--- src/rtl/pipe_if_stage_pkg.sv ---
// Shared definitions for the instruction-fetch stage: next-PC select
// encodings, reset/bubble constants and the per-cycle update classes.
package pipe_if_stage_pkg;

  // Next-PC select driven by the ID stage
  localparam logic [1:0] PCS_SEQ = 2'b00;  // pc + 4
  localparam logic [1:0] PCS_BR  = 2'b01;  // branch target (bpc)
  localparam logic [1:0] PCS_JR  = 2'b10;  // register target (rpc)
  localparam logic [1:0] PCS_J   = 2'b11;  // jump target (jpc)

  localparam logic [31:0] RESET_PC = 32'h0000_0000;
  localparam logic [31:0] NOP_INST = 32'h0000_0000;  // sll $0,$0,0

  // What the stage does this cycle; the four cases are mutually exclusive
  typedef enum logic [1:0] {
    UPD_ADVANCE,  // instruction delivered and accepted: move to npc
    UPD_STALL,    // instruction available but ID stalled: park it in buffer
    UPD_DEFER,    // miss while a redirect arrives: remember the target
    UPD_HOLD      // miss with nothing to record: keep everything
  } upd_e;

  function automatic logic [31:0] word_align(input logic [31:0] a);
    return {a[31:2], 2'b00};
  endfunction

endpackage

--- src/rtl/pipe_if_stage_inst_buffer.sv ---
// One-entry instruction buffer. Holds a fetched word across a load-use
// stall so the memory is never asked for the same word twice.
module if_inst_buffer (
  input  logic        clk,
  input  logic        clrn,
  input  logic        capture,
  input  logic        clear,
  input  logic [31:0] din,
  output logic        buf_valid,
  output logic [31:0] buf_inst
);

  logic        buf_valid_q, buf_valid_d;
  logic [31:0] buf_inst_q,  buf_inst_d;

  // Capture wins over clear; the two are never requested together anyway
  always_comb begin
    buf_valid_d = buf_valid_q;
    buf_inst_d  = buf_inst_q;
    if (capture) begin
      buf_valid_d = 1'b1;
      buf_inst_d  = din;
    end else if (clear) begin
      buf_valid_d = 1'b0;
    end
  end

  // Buffer state register
  always_ff @(posedge clk or negedge clrn) begin
    if (!clrn) begin
      buf_valid_q <= 1'b0;
      buf_inst_q  <= 32'h0;
    end else begin
      buf_valid_q <= buf_valid_d;
      buf_inst_q  <= buf_inst_d;
    end
  end

  assign buf_valid = buf_valid_q;
  assign buf_inst  = buf_inst_q;

endmodule

--- src/rtl/pipe_if_stage.sv ---
// Instruction-fetch stage: PC register, deferred-redirect latch, next-PC
// mux and the req/ack fetch interface. A NOP bubble is presented whenever
// no instruction word is available this cycle.
module pipe_if_stage #(
  parameter logic [31:0] RESET_PC = pipe_if_stage_pkg::RESET_PC,
  parameter logic [31:0] NOP_INST = pipe_if_stage_pkg::NOP_INST
) (
  input  logic        clk,
  input  logic        clrn,
  input  logic [1:0]  pcsource,
  input  logic [31:0] bpc,
  input  logic [31:0] rpc,
  input  logic [31:0] jpc,
  input  logic        wpcir,
  output logic        imem_req,
  output logic [31:0] imem_addr,
  input  logic        imem_ack,
  input  logic [31:0] imem_rdata,
  output logic [31:0] if_pc4,
  output logic [31:0] if_inst,
  output logic        if_bubble
);
  import pipe_if_stage_pkg::*;

  logic [31:0] pc_q, pc_d;
  logic        pend_valid_q, pend_valid_d;
  logic [31:0] pend_target_q, pend_target_d;

  logic        buf_valid;
  logic [31:0] buf_inst;
  logic        buf_capture, buf_clear;

  logic        fetch_ok;
  logic [31:0] cur_inst;
  logic [31:0] pc_plus4;
  logic        redirect;
  logic [31:0] target;
  logic [31:0] npc;
  upd_e        upd;

  if_inst_buffer u_buf (
    .clk       (clk),
    .clrn      (clrn),
    .capture   (buf_capture),
    .clear     (buf_clear),
    .din       (cur_inst),
    .buf_valid (buf_valid),
    .buf_inst  (buf_inst)
  );

  // Instruction availability and the word presented to IF/ID. An ack that
  // arrives while the buffer is full is a protocol error and is masked by
  // preferring the buffered word.
  always_comb begin
    fetch_ok = buf_valid | imem_ack;
    cur_inst = buf_valid ? buf_inst : imem_rdata;
    pc_plus4 = pc_q + 32'd4;
  end

  // Redirect decode and next-PC priority: an already captured target beats
  // anything new, so the first redirect seen during a miss wins.
  always_comb begin
    redirect = 1'b0;
    target   = 32'h0;
    unique case (pcsource)
      PCS_SEQ: begin redirect = 1'b0; target = 32'h0; end
      PCS_BR:  begin redirect = 1'b1; target = bpc;   end
      PCS_JR:  begin redirect = 1'b1; target = rpc;   end
      PCS_J:   begin redirect = 1'b1; target = jpc;   end
    endcase
    if (pend_valid_q)  npc = pend_target_q;
    else if (redirect) npc = target;
    else               npc = pc_plus4;
    npc = word_align(npc);
  end

  // Classify the cycle; pcsource only counts when ID lets the PC advance
  always_comb begin
    if (fetch_ok && wpcir)                          upd = UPD_ADVANCE;
    else if (fetch_ok)                              upd = UPD_STALL;
    else if (wpcir && redirect && !pend_valid_q)    upd = UPD_DEFER;
    else                                            upd = UPD_HOLD;
  end

  // Next-state for PC, redirect latch and buffer controls
  always_comb begin
    pc_d          = pc_q;
    pend_valid_d  = pend_valid_q;
    pend_target_d = pend_target_q;
    buf_capture   = 1'b0;
    buf_clear     = 1'b0;
    unique case (upd)
      UPD_ADVANCE: begin
        pc_d         = npc;
        pend_valid_d = 1'b0;
        buf_clear    = 1'b1;
      end
      UPD_STALL: begin
        // Re-captures the same word when already buffered; harmless
        buf_capture = 1'b1;
      end
      UPD_DEFER: begin
        // Delay-slot fetch keeps going at pc; target is used once it lands
        pend_valid_d  = 1'b1;
        pend_target_d = target;
      end
      UPD_HOLD: begin
        pc_d = pc_q;
      end
    endcase
  end

  // PC and deferred-redirect registers
  always_ff @(posedge clk or negedge clrn) begin
    if (!clrn) begin
      pc_q          <= RESET_PC;
      pend_valid_q  <= 1'b0;
      pend_target_q <= 32'h0;
    end else begin
      pc_q          <= pc_d;
      pend_valid_q  <= pend_valid_d;
      pend_target_q <= pend_target_d;
    end
  end

  assign imem_req  = !buf_valid;
  assign imem_addr = word_align(pc_q);
  assign if_pc4    = pc_plus4;
  assign if_inst   = fetch_ok ? cur_inst : NOP_INST;
  assign if_bubble = !fetch_ok;

endmodule

--- config.mk ---
export PLATFORM = sky130hd
export DESIGN_NAME = pipe_if_stage
export DESIGN_NICKNAME = d
export VERILOG_FILES = /design/src/rtl/pipe_if_stage_pkg.sv /design/src/rtl/pipe_if_stage_inst_buffer.sv /design/src/rtl/pipe_if_stage.sv
export SDC_FILE = /design/constraint.sdc
export NUM_CORES = 1
export LEC_CHECK = 0
export BUFFER_PORTS_ARGS = -buffer_cell sky130_fd_sc_hd__buf_2
export CAP_MARGIN = 15
export CORE_MARGIN = 10
export CORE_UTILIZATION = 45
export DETAILED_ROUTE_END_ITERATION = 10
export PLACE_DENSITY_LB_ADDON = 0.1
export SLEW_MARGIN = 5
export SYNTH_ARGS = -nofsm -noshare
export SYNTH_HDL_FRONTEND = slang
export SYNTH_SLANG_ARGS = --single-unit
--- constraint.sdc ---
create_clock -name clk -period 6.4 [get_ports clk]
set_clock_uncertainty 0.2 [all_clocks]
set_input_delay 1.6 -clock clk [delete_from_list [all_inputs] [get_ports clk]]
set_output_delay 1.6 -clock clk [all_outputs]
set_load 0.01 [all_outputs]
Word level (Yosys, flattened, before mapping)
Cells that the tools add are included.
{"block": "totals", "reg_bits": 96, "input_bits": 134, "out_inout_bits": 98}
{"block": "classes", "bitwise_logic": 1, "n_reduce_logical": 11, "eq_ne": 5, "n_addsub": 1, "muxes": 14}
{"cell": "$mux W32", "n": 4}
{"cell": "$pmux W32 S4", "n": 1}
{"cell": "$add A32 B3 Y32 const B", "n": 1}
{"cell": "$eq A2 B2 Y1 const B", "n": 3}
{"cell": "$mux W1", "n": 5}
{"cell": "$eq A2 B1 Y1 const B", "n": 2}
{"cell": "$logic_not A2 Y1", "n": 2}
{"cell": "$mux W2", "n": 2}
{"cell": "$pmux W1 S2", "n": 2}
{"cell": "$reduce_bool A2 Y1", "n": 2}
{"cell": "$logic_and A1 B1 Y1", "n": 3}
{"cell": "$logic_not A1 Y1", "n": 3}
{"cell": "$reduce_or A3 Y1", "n": 1}
{"cell": "$or A1 B1 Y1", "n": 1}

Longest topological paths before layout
{"block": "logic_depth", "ltp_word": 12, "depth_mapped": 7}

Modules after synthesis
From an unflattened synthesis, not the netlist that was laid out.
{"block": "unflattened", "cells_unflattened": 691, "area_unflattened_um2": 6359.8}
{"module": "pipe_if_stage", "area_per_inst_um2": 4982.3, "cells_each": 620, "instances": 1}
{"module": "if_inst_buffer", "area_per_inst_um2": 1377.6, "cells_each": 71, "instances": 1}

Worst setup path before layout
OpenSTA, ideal clock, no wires.
{"block": "synth_path", "path_type": "input to output", "startpoint": "input imem_ack", "endpoint": "output if_inst[10]", "path_slack_ps": 2222, "n_path_buf": 2, "required_ps": 4600, "t_arrival_ps": 2378, "stages": 4, "cell_sequence": "nor2b_1 clkbuf_1 clkbuf_1 a22o_1"}
{"block": "synth_via", "elab_chain_cells": 2}
{"element": "start: declaration", "line": "pipe_if_stage.sv:17", "text": "input logic imem_ack,"}
{"element": "$or A1 B1 Y1", "line": "pipe_if_stage.sv:55", "text": "fetch_ok = buf_valid | imem_ack;"}
{"element": "$mux W32", "line": "pipe_if_stage.sv:129", "text": "assign if_inst = fetch_ok ? cur_inst : NOP_INST;"}
{"element": "end: declaration", "line": "pipe_if_stage.sv:20", "text": "output logic [31:0] if_inst,"}
Every way passes these cells.

Worst setup path in the final report
{"block": "layout_path", "startpoint": "input imem_ack", "endpoint": "output if_inst[23]"}
Same word-level chain as after synthesis.

==> run_results.csv <==
group,metric,value,unit
status,outcome,"finished, final reports clean",
sta,fmax,211,MHz
yosys,synth_top_family_by_area,"compound AO/OA/AOI/OAI gates",
global_routing,gr-total-overflow,0,
yosys,synth_xor_area_frac,0.0410,
setup_path,cp_common_cell,"buf_2",
yosys,muxShareOfSynthArea,0.116,
sta,report.final.slew_viol_count,0,
setup_path,worstSetupStartpointType,"input port",
die,fp.dieW,135,um
yosys,syn_area,5980,um2
yosys,synth_cells,649,
die,row_count,42,
setup_path,crit_type,"input port to primary output",
pwr,switching_share,0.365,
place,dp.cells,1000,
yosys,synth_compound_area_frac,0.240,
clock_tree,cts_hold_buffers,0,
setup_path,critPathMaxFanout,19,
clock_tree,cts_root_buf,"clkbuf_16",
drt,drt_iter0_drc,481,
setup_path,cp_top_family,"buffers and inverters",
job,drv_cap,0,
finish,final_nets,971,
worst_hold_path,min_path_type,"flop to flop",
clock_tree,cts_buffers,9,
place,port_buffers,221,
pwr,intPower,1.37,mW
die,ioPinCount,232,
finish,finalInstanceArea,7470,um2
yosys,synth-simple-area-share,0.152,
global_routing,antenna_found_initial,4,
setup_path,crit_buf_inv,3,
sta,fin_setup_tns,0,ps
setup_path,cpPeakStageDelay,560,ps
sta,finalHoldViolCount,0,
finish,fin_util,0.568,
drt,drc,0,
pwr,p_leak,3.45,nW
setup_path,cp_cell_sequence,"buf_2 > nor2b_2 > buf_4 > a22o_1 > buf_2",
die,fp.coreArea,13100,um2
clock_tree,clk_pin_slew,70,ps
finish,finalNonFillerCells,1019,
clock_tree,clockBufferDepth,2,
drt,first_pass_iters,5,
clock_tree,cts.sinks,94,
setup_path,cpMaxStageDelayCell,"nor2b_2",
die,start_util,0.455,
clock_tree,cts_tree,"done",
finish,final.fill_count,1208,
yosys,yosysUniqueCellTypes,61,
setup_path,end_kind,"primary output",
setup_path,required,4600,ps
pwr,powerDensity,290,nW/um2
pwr,p_sw,788,uW
pwr,peakVddDrop,0.000156,V
sta,period_minus_slack,4740,ps
yosys,synth_ff_type,"dfrtp_1",
yosys,synth_edf_count,0,
drt,via_per_inst,5.77,
yosys,ys_seq_area_frac,0.394,
sta,period_share,0.741,
sta,setup_viol,0,
finish,areaGrowthSynthToFinish,24.9,%
clock_tree,post_cts_buffers,0,
global_routing,grt_pass1_vias,5859,
die,die_h,135,um
drt,totalWireLength,20100,um
drt,wl_per_cell,19.7,um
clock_tree,htreeDepth,3,
clock_tree,ctsResizeCount,0,
drt,ant_nets,0,
place,hpwl,15100,um
sta,maxSlewHeadroom,0.206,
global_routing,track_usage,0.215,
yosys,synthAdderAreaFrac,0.00209,
finish,final_layout_size_suffix_gt1_frac,0.375,
setup_path,cp_data_arrival_time,2940,ps
yosys,async_reset_ff_frac,1.00,
drt,via_count,5881,
global_routing,grt_max_degree,59,
pwr,clockPowerShare,0.261,
die,design.die.area,18300,um2
clock_tree,clock_latency,350,ps
yosys,postSynthAreaPerCell,9.21,um2
yosys,yosysWarningCount,0,
place,gp_congestion,0.900,
yosys,ys_ff_latch,94,
pwr,combPwrFrac,0.326,
place,place_area,7130,um2
pwr,power_frac_seq,0.413,
global_routing,grt_pass1_wl,31700,um
sta,rsz0062_at_grt,"false",
sta,worstMarginPinSlew,1190,ps
## worst min-delay path, cell delays in order, from the launching register on
cell and delay (ps):
dfrtp_1 350, nand2_1 50, nand2_1 50
## power groups by stage
stage                     Clock (mW)  Combinational [mW]  Sequential, mW
after CTS                      0.572               0.708           0.891
after floorplan                    0               0.436           0.875
after global routing           0.598               0.781           0.918
after detailed placement           0               0.704           0.902
final                          0.564               0.704           0.893
after global placement             0               0.689           0.890
## flip-flops by register name (all words and copies together) (netlist names)
| signal | flops |
|---|---|
| u_buf.buf_inst | 32 |
| pc_q | 30 |
| pend_target_q | 30 |
| pend_valid_q | 1 |
| u_buf.buf_valid | 1 |
## through the flow
stage               setup slack [ps]  total power [mW]  hold slack [ps]
finish                          1660              2.16              270
detailed placement              1630              1.61              261
CTS                             1640              2.17              276
floorplan                       2220              1.31              239
global placement                1680              1.58              252
global route                    1550              2.30              298
## metal layers
layer | global-route usage | part of all wire | vias to the layer above
li1 | - | - | 2779
met1 | 0.274 | 0.42 | 2852
met2 | 0.348 | 0.49 | 231
met3 | 0.0582 | 0.081 | 17
met4 | 0.0628 | 0.013 | 2
met5 | 0 | 0.00085 | -
## final cells by class
class / instances / area, um2 / area share
multi-input cells: 486 / 3330 / 0.446
flip-flops and latches: 94 / 2350 / 0.315
repair buffers: 231 / 1200 / 0.161
clock buffers: 9 / 225 / 0.0302
well taps: 176 / 220 / 0.0295
clock inverters: 7 / 80.1 / 0.0107
inverters: 14 / 52.6 / 0.00704
diodes: 2 / 5.00 / 0.000670
## cells in the final DEF (no fill, tap or decap), types with 4 or more instances in the layout
cell type / netlist / final
xnor2_1: 18 / 18
a211oi_1: 6 / 6
o211ai_1: 6 / 6
buf_4: 6 / 10
buf_2: 10 / 220
nand4_1: 13 / 13
nor2_1: 33 / 33
mux2i_1: 22 / 22
nand3_1: 17 / 17
nor2b_1: 12 / 10
and3_1: 7 / 7
o22ai_1: 6 / 6
a221oi_1: 7 / 7
a22oi_1: 8 / 8
o221a_2: 6 / 6
xor2_1: 10 / 10
a31oi_1: 18 / 18
nor3_1: 7 / 7
o22a_1: 6 / 6
clkbuf_16: 0 / 9
inv_1: 14 / 14
o21ai_0: 54 / 53
conb_1: 1 / 4
a22o_1: 32 / 32
mux2_2: 41 / 41
nand2_1: 61 / 61
a21oi_1: 41 / 41
dfrtp_1: 94 / 94
## logic make-up after synthesis
group           Yosys count
compound gates          212
simple gates            177
flops                    94
buf+inv                  72
mux                      64
xor+xnor                 28
fa+ha+maj                 1
other cells               1
## cell usage after synthesis (8+ instances only)
library cell | n | area share
xor2_1 | 10 | 0.015
a22o_1 | 32 | 0.047
xnor2_1 | 18 | 0.026
o21ai_0 | 54 | 0.045
nand4_1 | 13 | 0.014
a22oi_1 | 8 | 0.010
inv_1 | 14 | 0.0088
a21oi_1 | 41 | 0.034
nand3_1 | 17 | 0.014
clkbuf_1 | 33 | 0.021
nand2_1 | 61 | 0.038
mux2i_1 | 22 | 0.037
nor2_1 | 33 | 0.021
mux2_2 | 41 | 0.077
buf_2 | 10 | 0.0084
a31oi_1 | 18 | 0.019
dfrtp_1 | 94 | 0.39
nor2b_1 | 12 | 0.013
## path summary, 6_finish.rpt
| kind | end | from | slack [ps] | depth (start not counted) |
|---|---|---|---|---|
| setup / recovery | if_inst[23] | imem_ack | 1660 | 5 |
| hold / removal | pend_target_q[25] | pend_target_q[25] | 270 | 2 |
| setup reg to reg | u_buf.buf_inst[25] | u_buf.buf_valid | 3010 | 5 |
| hold reg to reg | pend_target_q[25] | pend_target_q[25] | 270 | 2 |
| max in group asynchronous | pc_q[6] | clrn | 3890 | 2 |
| min in group asynchronous | pc_q[26] | clrn | 1060 | 1 |
(Power assumes the default switching activity.)
